==> src/rtl/usb_pkg.sv <==
// Shared encodings for the USB endpoint scheduler: handshake codes, FSM states, endpoint index width.
package usb_pkg;
  localparam int EP_W = 4;

  typedef enum logic [1:0] {
    HS_ACK   = 2'b00,
    HS_NONE  = 2'b01,
    HS_NAK   = 2'b10,
    HS_STALL = 2'b11
  } hs_t;

  typedef enum logic [2:0] {
    ST_IDLE,
    ST_DECIDE,
    ST_IN_DATA,
    ST_OUT_DATA,
    ST_WAIT,
    ST_DONE
  } state_t;
endpackage

==> src/rtl/usb_ep_state.sv <==
// Per-endpoint data-toggle and stall register file; toggle read at idx, stall exported as a vector.
module usb_ep_state
  import usb_pkg::*;
#(
  parameter int NUM_EP = 4
) (
  input  logic              clk,
  input  logic              clr_all,
  input  logic [EP_W-1:0]   idx,
  input  logic              tgl_flip,
  input  logic              tgl_force,
  input  logic              stall_clr,
  input  logic [NUM_EP-1:0] stall_set,
  output logic              tgl,
  output logic [NUM_EP-1:0] stall
);
  logic [NUM_EP-1:0] tgl_q;
  logic [15:0]       tgl_pad;

  assign tgl_pad = 16'(tgl_q);
  assign tgl     = tgl_pad[idx];

  always_ff @(posedge clk) begin
    if (clr_all) begin
      tgl_q <= '0;
      stall <= '0;
    end else begin
      for (int i = 0; i < NUM_EP; i++) begin
        if (EP_W'(i) == idx) begin
          if (tgl_force)     tgl_q[i] <= 1'b1;
          else if (tgl_flip) tgl_q[i] <= ~tgl_q[i];
          if (stall_clr)     stall[i] <= 1'b0;
        end
        // a set arriving with a SETUP clear on the same endpoint wins
        if (stall_set[i]) stall[i] <= 1'b1;
      end
    end
  end
endmodule

==> src/rtl/usb_ep_scheduler.sv <==
// Per-transaction endpoint sequencer: latches token, decides handshake/toggle, streams bytes, reports completion.
// Optional transaction watchdog enabled by USB_EP_TIMEOUT_EN.
module usb_ep_scheduler
  import usb_pkg::*;
#(
  parameter int NUM_EP      = 4,
  parameter int MAX_PKT     = 64,
  parameter int TIMEOUT_CYC = 4096
) (
  input  logic                clk,
  input  logic                rst,
  input  logic                usb_rst,
  input  logic                transaction_active,
  input  logic [EP_W-1:0]     endpoint,
  input  logic                direction_in,
  input  logic                setup,
  input  logic                success,
  input  logic                data_strobe,
  output logic [1:0]          handshake,
  output logic                data_toggle,
  output logic                data_in_valid,
  input  logic [NUM_EP-1:0]   ep_enable,
  input  logic [NUM_EP-1:0]   ep_stall_set,
  input  logic [8*NUM_EP-1:0] ep_in_avail,
  input  logic [8*NUM_EP-1:0] ep_out_free,
  output logic [NUM_EP-1:0]   ep_sel,
  output logic                ep_rd,
  output logic                ep_wr,
  output logic                ep_done,
  output logic                ep_done_ok,
  output logic [7:0]          ep_done_len,
  output logic                ep_done_setup,
  output logic [NUM_EP-1:0]   ep_stalled,
  output logic                timeout_err
);
  localparam logic [7:0] MAX_PKT_B = 8'(MAX_PKT);

  state_t          state;
  logic            armed, dir_q, setup_q;
  logic [EP_W-1:0] idx;
  logic [7:0]      limit, cnt, avail, free;
  logic [15:0]     en_pad, stall_pad, sel_pad;
  logic [127:0]    avail_pad, free_pad;
  logic            clr_all, ep_on, in_ack, tgl_cur, active, end_xfer, end_ok, tmo_hit;

  assign clr_all   = !rst || usb_rst;
  assign en_pad    = 16'(ep_enable) | 16'd1;  // EP0 is always enabled
  assign stall_pad = 16'(ep_stalled);
  assign sel_pad   = 16'd1 << idx;
  assign avail_pad = 128'(ep_in_avail);
  assign free_pad  = 128'(ep_out_free);
  assign avail     = avail_pad[{idx, 3'b000} +: 8];
  assign free      = free_pad[{idx, 3'b000} +: 8];
  assign ep_on     = ({1'b0, idx} < 5'(NUM_EP)) && en_pad[idx];
  assign in_ack    = ep_on && !setup_q && dir_q && !stall_pad[idx] && (avail != 8'd0);
  assign active    = (state == ST_IN_DATA) || (state == ST_OUT_DATA) || (state == ST_WAIT);
  assign end_xfer  = active && !transaction_active;
  assign end_ok    = end_xfer && success && (handshake == HS_ACK);

`ifdef USB_EP_TIMEOUT_EN
  localparam int TW = $clog2(TIMEOUT_CYC + 1);
  logic [TW-1:0] wd;

  always_ff @(posedge clk) begin
    if (clr_all || !(active || state == ST_DECIDE)) wd <= '0;
    else                                            wd <= wd + 1'b1;
  end
  assign tmo_hit = (active || state == ST_DECIDE) && (wd == TW'(TIMEOUT_CYC - 1)) && !end_xfer;
`else
  assign tmo_hit = 1'b0;
`endif

  usb_ep_state #(.NUM_EP(NUM_EP)) u_state (
    .clk       (clk),
    .clr_all   (clr_all),
    .idx       (idx),
    .tgl_flip  (end_ok),
    .tgl_force (end_ok && setup_q),
    .stall_clr (state == ST_DECIDE && setup_q && ep_on),
    .stall_set (ep_stall_set),
    .tgl       (tgl_cur),
    .stall     (ep_stalled)
  );

  always_ff @(posedge clk) begin
    if (clr_all) begin
      state         <= ST_IDLE;
      armed         <= 1'b0;
      idx           <= '0;
      dir_q         <= 1'b0;
      setup_q       <= 1'b0;
      limit         <= '0;
      cnt           <= '0;
      handshake     <= HS_NONE;
      data_toggle   <= 1'b0;
      data_in_valid <= 1'b0;
      ep_sel        <= '0;
      ep_rd         <= 1'b0;
      ep_wr         <= 1'b0;
      ep_done       <= 1'b0;
      ep_done_ok    <= 1'b0;
      ep_done_len   <= '0;
      ep_done_setup <= 1'b0;
      timeout_err   <= 1'b0;
    end else begin
      // a token is only accepted once transaction_active has been seen low
      armed       <= armed || !transaction_active;
      ep_rd       <= 1'b0;
      ep_wr       <= 1'b0;
      ep_done     <= 1'b0;
      timeout_err <= 1'b0;
      case (state)
        ST_IDLE: if (transaction_active && armed) begin
          armed   <= 1'b0;
          idx     <= endpoint;
          dir_q   <= direction_in;
          setup_q <= setup;
          cnt     <= '0;
          state   <= ST_DECIDE;
        end
        ST_DECIDE: begin
          data_toggle   <= setup_q ? 1'b0 : tgl_cur;
          limit         <= (avail < MAX_PKT_B) ? avail : MAX_PKT_B;
          ep_sel        <= ep_on ? sel_pad[NUM_EP-1:0] : '0;
          data_in_valid <= in_ack;
          if (!ep_on) begin
            handshake <= HS_NONE;
            state     <= ST_WAIT;
          end else if (setup_q) begin
            handshake <= HS_ACK;
            state     <= ST_OUT_DATA;
          end else begin
            if (stall_pad[idx])                                    handshake <= HS_STALL;
            else if (dir_q ? (avail == 8'd0) : (free < MAX_PKT_B)) handshake <= HS_NAK;
            else                                                   handshake <= HS_ACK;
            state <= dir_q ? ST_IN_DATA : ST_OUT_DATA;
          end
        end
        ST_IN_DATA: if (data_strobe && handshake == HS_ACK && cnt < limit) begin
          ep_rd         <= 1'b1;
          cnt           <= cnt + 8'd1;
          data_in_valid <= (cnt + 8'd1) < limit;
        end
        ST_OUT_DATA: if (data_strobe && handshake == HS_ACK) begin
          ep_wr <= 1'b1;
          if (cnt != 8'hFF) cnt <= cnt + 8'd1;
        end
        ST_WAIT: ;
        ST_DONE: begin
          state       <= ST_IDLE;
          handshake   <= HS_NONE;
          data_toggle <= 1'b0;
          ep_sel      <= '0;
        end
        default: state <= ST_IDLE;
      endcase
      if (end_xfer || tmo_hit) begin
        state         <= ST_DONE;
        ep_done       <= 1'b1;
        ep_done_ok    <= end_ok;
        ep_done_len   <= cnt;
        ep_done_setup <= setup_q;
        data_in_valid <= 1'b0;
        timeout_err   <= tmo_hit;
      end
    end
  end
endmodule

==> config.mk <==
export PLATFORM = sky130hd
export DESIGN_NAME = usb_ep_scheduler
export DESIGN_NICKNAME = d
export VERILOG_FILES = /design/src/rtl/usb_pkg.sv /design/src/rtl/usb_ep_state.sv /design/src/rtl/usb_ep_scheduler.sv
export SDC_FILE = /design/constraint.sdc
export NUM_CORES = 1
export LEC_CHECK = 0
export CAP_MARGIN = 20
export CELL_PAD_IN_SITES_DETAIL_PLACEMENT = 0
export CELL_PAD_IN_SITES_GLOBAL_PLACEMENT = 2
export CORE_MARGIN = 1
export CORE_UTILIZATION = 23
export CTS_CLUSTER_SIZE = 25
export DETAILED_ROUTE_END_ITERATION = 8
export PLACE_DENSITY = 0.74
export SYNTH_ARGS = -nofsm -noshare
export SYNTH_HDL_FRONTEND = slang
export SYNTH_SLANG_ARGS = --single-unit
==> constraint.sdc <==
create_clock -name clk -period 2.7 [get_ports clk]
set_input_delay 0.27 -clock clk [delete_from_list [all_inputs] [get_ports clk]]
set_output_delay 0.27 -clock clk [all_outputs]
set_load 0.01 [all_outputs]
==> flow_metrics.py <==
metrics = {
    "timing": {
        "finalSetupViolCount": 0,
        "fmax_mhz": 392,
        "tns_ns": 0,
        "hold_viol_final": 0,
        "fin_skew_ns": 0.00403,
        "tightest_slew_ns": 0.574,
        "worst_hold_slack_ns": 0.462,
        "period_share_pct": 94.6,
        "rsz0062_at_grt": "no",
        "fin_crit_ns": 2.55,
        "max_slew_margin_pct": 61.4,
        "finalMaxSlewViolations": 0,
    },
    "yosys": {
        "syn_area_um2": 2930,
        "synthArstFlopShare_pct": 0,
        "synth_seq_area_share_pct": 37.6,
        "synth_top_area_share_pct": 37.6,
        "synth_cell_type_count": 50,
        "synthCells": 331,
        "synth-warning-count": 0,
        "synth_edf_count": 0,
        "yosys-top-cells-area": "dfxtp_1, ha_1, nor2_1, mux2i_1, mux4_2",
        "avgSynthCellArea_um2": 8.85,
        "syn_nets": 430,
        "ys_seq_elements": 55,
        "synth_top_flop_cell": "dfxtp_1",
        "synth.largest_area_cell": "dfxtp_1",
    },
    "route": {
        "route.vias.total": 2802,
        "routed_wl_um": 8750,
        "wl_per_cell_um": 14.6,
        "vias_per_cell": 4.67,
        "drc": 0,
        "final_antenna_net_count": 0,
        "dr.pass1.iters": 4,
        "drt_iter0_drc": 145,
    },
    "power": {
        "ir_drop_mv": 0.192,
        "p_per_area_nw_per_um2": 423,
        "cellLeakagePower_nw": 1.51,
    },
    "clock_tree": {
        "cts_max_path_buffers": 2,
        "cts.sinks": 55,
        "clk_latency_ns": 0.30,
        "htreeDepth": 2,
        "path_clk_slew_ns": 0.07,
        "cts_tree": "built",
        "clock-root-buffer": "clkbuf_16",
        "cts_inserted_buffers": 5,
    },
    "finish": {
        "antenna_cells": 0,
        "nets": 530,
        "syn_to_final_growth_pct": 47.9,
        "utilization_pct": 35.5,
        "regArea_um2": 1100,
        "drive_gt1_share_pct": 11.8,
        "multi_input_area_um2": 1740,
        "final_cell_area_um2": 4330,
        "nFillCells": 1301,
    },
    "global_route": {
        "grt_max_degree": 20,
        "gr-usage-met3_pct": 2.79,
        "grt_overflow": 0,
        "grtUsageMet2_pct": 23.2,
        "grt_busiest_layer": "met2",
        "grt_pass1_wl_um": 14300,
        "met1_usage_pct": 18.7,
        "grt_usage_pct": 14.0,
        "grt_pass1_vias": 2775,
        "antenna_found_initial": 0,
    },
    "placement": {
        "place_hpwl_um": 6760,
        "placed_cell_area_um2": 4110,
        "gp_congestion": 0.788,
        "portBuffers": 83,
    },
    "floorplan": {
        "initial_core_util_pct": 24.0,
        "core_area_um2": 12200,
        "dieWidth_um": 115,
        "rows": 40,
        "die_area_um2": 13200,
        "die_h_um": 115,
        "ioPinCount": 110,
    },
    "critical_path": {
        "startpoint_type": "flop",
        "worstSetupPathType": "reg2reg",
        "cp.arrival_ns": 2.75,
        "cp_max_fo": 2,
        "cp-end-kind": "flop",
        "crit_required_ns": 2.89,
    },
    "job": {
        "cap_violations": 0,
    },
    "status": {
        "status": "finished clean",
    },
    "worst_hold_path": {
        "hold_path.class": "reg2reg",
    },
}
[per-layer routing]
layer	wire, um	vias to the layer above
li1	-	1419
met1	4190	1321
met2	4100	52
met3	362	10
met4	93	0
met5	0	-
[what timing repair did]
item                       CTS  global route
hold buffers                 0             0
setup endpoints to repair    0             1
resized for setup            0             8
buffers inserted             0             0
[cell usage in the layout (no fill, tap or decap), types with 2 or more instances in the layout]
| cell type | Yosys | routed |
|---|---|---|
| and3_1 | 4 | 4 |
| o21ai_0 | 9 | 9 |
| buf_4 | 2 | 30 |
| a311oi_1 | 4 | 3 |
| mux4_2 | 5 | 5 |
| a2111oi_0 | 4 | 2 |
| nand2b_1 | 8 | 8 |
| nor4_1 | 2 | 2 |
| o211ai_1 | 3 | 3 |
| bufinv_16 | 0 | 2 |
| a211oi_1 | 7 | 7 |
| xor2_1 | 3 | 3 |
| clkbuf_16 | 0 | 5 |
| ha_1 | 15 | 15 |
| o31ai_1 | 3 | 3 |
| nand3_1 | 8 | 7 |
| or4_1 | 5 | 5 |
| mux2i_1 | 16 | 16 |
| a31oi_1 | 5 | 4 |
| o22ai_1 | 2 | 2 |
| o21ai_1 | 3 | 3 |
| or3_1 | 2 | 2 |
| a2111oi_2 | 0 | 2 |
| nor2b_1 | 5 | 5 |
| xnor2_1 | 3 | 3 |
| nand2_1 | 19 | 19 |
| a22oi_1 | 10 | 10 |
| clkdlybuf4s50_1 | 0 | 83 |
| nor2_1 | 45 | 44 |
| dfxtp_1 | 55 | 55 |
| or2_1 | 2 | 2 |
| inv_1 | 11 | 11 |
| and2_1 | 2 | 2 |
| a21oi_1 | 21 | 21 |
| mux4_1 | 3 | 3 |
| nor3_1 | 11 | 11 |
[cell usage after synthesis (2+ instances only)]
cell / count
nor4_1: 2
o21ai_0: 9
a31oi_1: 5
o21ai_1: 3
a2111oi_0: 4
mux2i_1: 16
mux4_2: 5
mux4_1: 3
or3_1: 2
o31ai_1: 3
and3_1: 4
a311oi_1: 4
a22oi_1: 10
ha_1: 15
o211ai_1: 3
nand2b_1: 8
nand2_1: 19
or2_1: 2
dfxtp_1: 55
and2_1: 2
nor2_1: 45
a211oi_1: 7
a21oi_1: 21
xor2_1: 3
inv_1: 11
o22ai_1: 2
nor2b_1: 5
clkbuf_1: 17
nand3_1: 8
nor3_1: 11
or4_1: 5
xnor2_1: 3
buf_4: 2
[registers in the layout (all words and copies together), names as in the netlist, 2 cells and up]
| name | cells |
|---|---|
| cnt | 8 |
| ep_done_len | 8 |
| ep_sel | 4 |
| handshake | 2 |
| idx | 4 |
| limit | 8 |
| state | 3 |
| u_state.stall | 4 |
| u_state.tgl_q | 4 |
[critical path, stage by stage (launching register included)]
cell       delay (ns)
dfxtp_1          0.34
ha_1             0.19
nand3_2          0.11
nor2_2           0.13
xor2_1           0.19
ha_1             0.27
a21o_1           0.19
a2111oi_2        0.34
nand2_1          0.10
a31oi_2          0.19
a311oi_2         0.07
a2111oi_2        0.34
[area by class of cell]
type	instances	share of cell area (%)
timing repair buffer	113	24.4
tap	168	4.85
multi-input combinational	245	40.1
inverter	11	0.953
clock buffer	6	2.97
clock inverter	2	1.39
sequential	55	25.4
[power breakdown]
group          internal, W  leakage [nW]  total (W)  switching (W)
Clock             0.000533        0.0911   0.000842       0.000309
Sequential        0.000816         0.444   0.000821     0.00000534
Combinational     0.000109         0.976   0.000169      0.0000596
Total              0.00146          1.51    0.00183       0.000374
[stage by stage]
step	worst slack (ns)	total power [W]	instances
after CTS	0.00245	0.00185	600
final	0.147	0.00183	600
after detailed placement	-0.0357	0.00101	592
after floorplan	0.0878	0.000892	331
after global routing	0.00620	0.00190	600
after global placement	-0.00365	0.00101	592
[worst paths after layout]
kind,startpoint,to,slack [ns],depth (start not counted)
worst max-delay path,cnt[0],data_in_valid,0.15,11
worst min-delay path,limit[6],limit[6],0.46,2
worst max register to register,cnt[0],data_in_valid,0.15,11
worst min register to register,limit[6],limit[6],0.46,2
[cells by family (layout without fill, tap and decap cells)]
family / after synthesis / in the layout / share of synthesized area [%]
simple gates: 119 / 119 / 19.8
buf+inv: 31 / 132 / 4.27
xor+xnor: 6 / 6 / 1.79
compound gates: 80 / 80 / 18.0
fa+ha+maj: 15 / 15 / 6.40
flops: 55 / 55 / 37.6
other cells: 1 / 1 / 0.128
mux: 24 / 24 / 12.0
No activity file was read; power rests on OpenSTA's default activity.
==> patch, RTL diff (config.mk and constraints unchanged) <==
Set the package constant `EP_W` to 5 (it was 4).
--- a/src/rtl/usb_pkg.sv
+++ b/src/rtl/usb_pkg.sv
@@ -1,6 +1,6 @@
 // Shared encodings for the USB endpoint scheduler: handshake codes, FSM states, endpoint index width.
 package usb_pkg;
-  localparam int EP_W = 4;
+  localparam int EP_W = 5;
 
   typedef enum logic [1:0] {
     HS_ACK   = 2'b00,
Ports: changed (resized endpoint); port bits go from 110 to 111. The function was not compared with the original's and may differ.
==> patch against the unedited design <==
- non-clock buffer count fell by 7
- hold slack got worse by 0.0051 ns
- clock skew rose by 0.0034 ns
- final area rose by 2.5%
- worst setup slack improved by 0.015 ns
- synthesized area rose by 8.7%
- sequential cell count rose by 1
- power fell by 7.6%
- wire length rose by 10%
- die area rose by 8.5%
==> patch: results (changes against the unedited design) <==
* Worst path max stage delay at 0.46 ns (was 0.34 ns)
* WP data arrival at 2.78 ns (was 2.75 ns)
* Largest net degree at the start of global routing at 19 (was 20)
* LEAKAGE at 1.58 nW (was 1.51 nW)
* Post-synthesis mux area share at 9.19% (was 12.0%)
* Synth Area in Compound Gates at 19.2% (was 18.0%)
* First-iteration detailed-routing DRC count at 95 (was 145)
* WL final at 9620 um (was 8750 um)
* Seq_cells at 56 (was 55)
* Die width at 120 um (was 115 um)
* Pre-CTS WS at 0.161 ns (was -0.0357 ns)
* Port Buffers at 84 (was 83)
* P_clk at 0.000676 W (was 0.000842 W)
* DR vias/cell at 4.79 (was 4.67)
* Pwr dens at 381 mW/mm^2 (was 423 mW/mm^2)
* Gr usage total at 13.6% (was 14.0%)
* # fillers at 1,417 (was 1,301)
* Detailed-route via count at 3,062 (was 2,802)
* Clock buffers and inverters, area share at 3.38% (was 4.36%)
* First-pass GRT wire length at 15,600 um (was 14,300 um)
* Largest regs: cnt x8, ep_done_len x8, limit x8 (unchanged)
* Adder-cell area share of the yosys netlist at 5.89% (was 6.40%)
* Sequential area share after synthesis at 35.2% (was 37.6%)
* Status: complete, no violations (unchanged)
* Fraction of area in multi-input gates at 42.5% (was 40.1%)
* Rel. slew slack at 47.2% (was 61.4%)
* Post-placement cell count at 631 (was 592)
* GP Congestion at 0.793 (was 0.788)
* Post-Syn Nets at 475 (was 430)
* Share of cells above drive strength 1 at 9.94% (was 11.8%)
* Met2 Use GR at 23.9% (was 23.2%)
* Metal2 WL at 4700 um (was 4100 um)
* Placed Instance Area at 0.00429 mm^2 (was 0.00411 mm^2)
* Max FO, Critical Path at 7 (was 2)
* # nets final at 562 (was 530)
* Clk_skew at 0.00748 ns (was 0.00403 ns)
* Ranking of synthesized cells by area: dfxtp_1, ha_1, nand2_1 (was dfxtp_1, ha_1, nor2_1)
* GR Layer Usage met1 at 17.1% (was 18.7%)
* Seq. cell area at 0.00112 mm^2 (was 0.00110 mm^2)
* Commonest cells post-synth: dfxtp_1, nand2_1, nor2_1, a21oi_1, nor3_1 (was dfxtp_1, nor2_1, a21oi_1, nand2_1, clkbuf_1)
* DR WL met3 at 469 um (was 362 um)
* Peak VDD IR at 0.000194 V (was 0.000192 V)
* Final non-clock buffer share at 22.6% (was 24.4%)
* Met1 WL at 4370 um (was 4190 um)
* Unique masters post-synth at 60 (was 50)
* Xor/xnor cell area share of the yosys netlist at 1.65% (was 1.79%)
* Non-clk invs at 15 (was 11)
* Met3 Usage GRT at 2.99% (was 2.79%)
[patch: changes by cell type after synthesis, moves of 4 or more]
cell | before | now
a21oi_1 | 21 | 31
a22oi_1 | 10 | 6
a32oi_1 | 1 | 5
buf_2 | 1 | 8
inv_1 | 11 | 15
mux2i_1 | 16 | 9
nand2_1 | 19 | 46
nand2b_1 | 8 | 3
nand4_1 | 1 | 7
nor2_1 | 45 | 41
nor3_1 | 11 | 19
nor3b_1 | 0 | 4
o21ai_0 | 9 | 2
or4_1 | 5 | 0
[patch: path summary, 6_finish.rpt]
kind	startpoint	endpoint	slack, ns	depth (start not counted)
setup / recovery	cnt[0]$_SDFFE_PP0P_	data_in_valid$_SDFFE_PP0P_	0.16	10
hold / removal	ep_done_setup$_SDFFE_PP0N_	ep_done_setup$_SDFFE_PP0N_	0.46	2
setup reg to reg	cnt[0]$_SDFFE_PP0P_	data_in_valid$_SDFFE_PP0P_	0.16	10
hold reg to reg	ep_done_setup$_SDFFE_PP0N_	ep_done_setup$_SDFFE_PP0N_	0.46	2
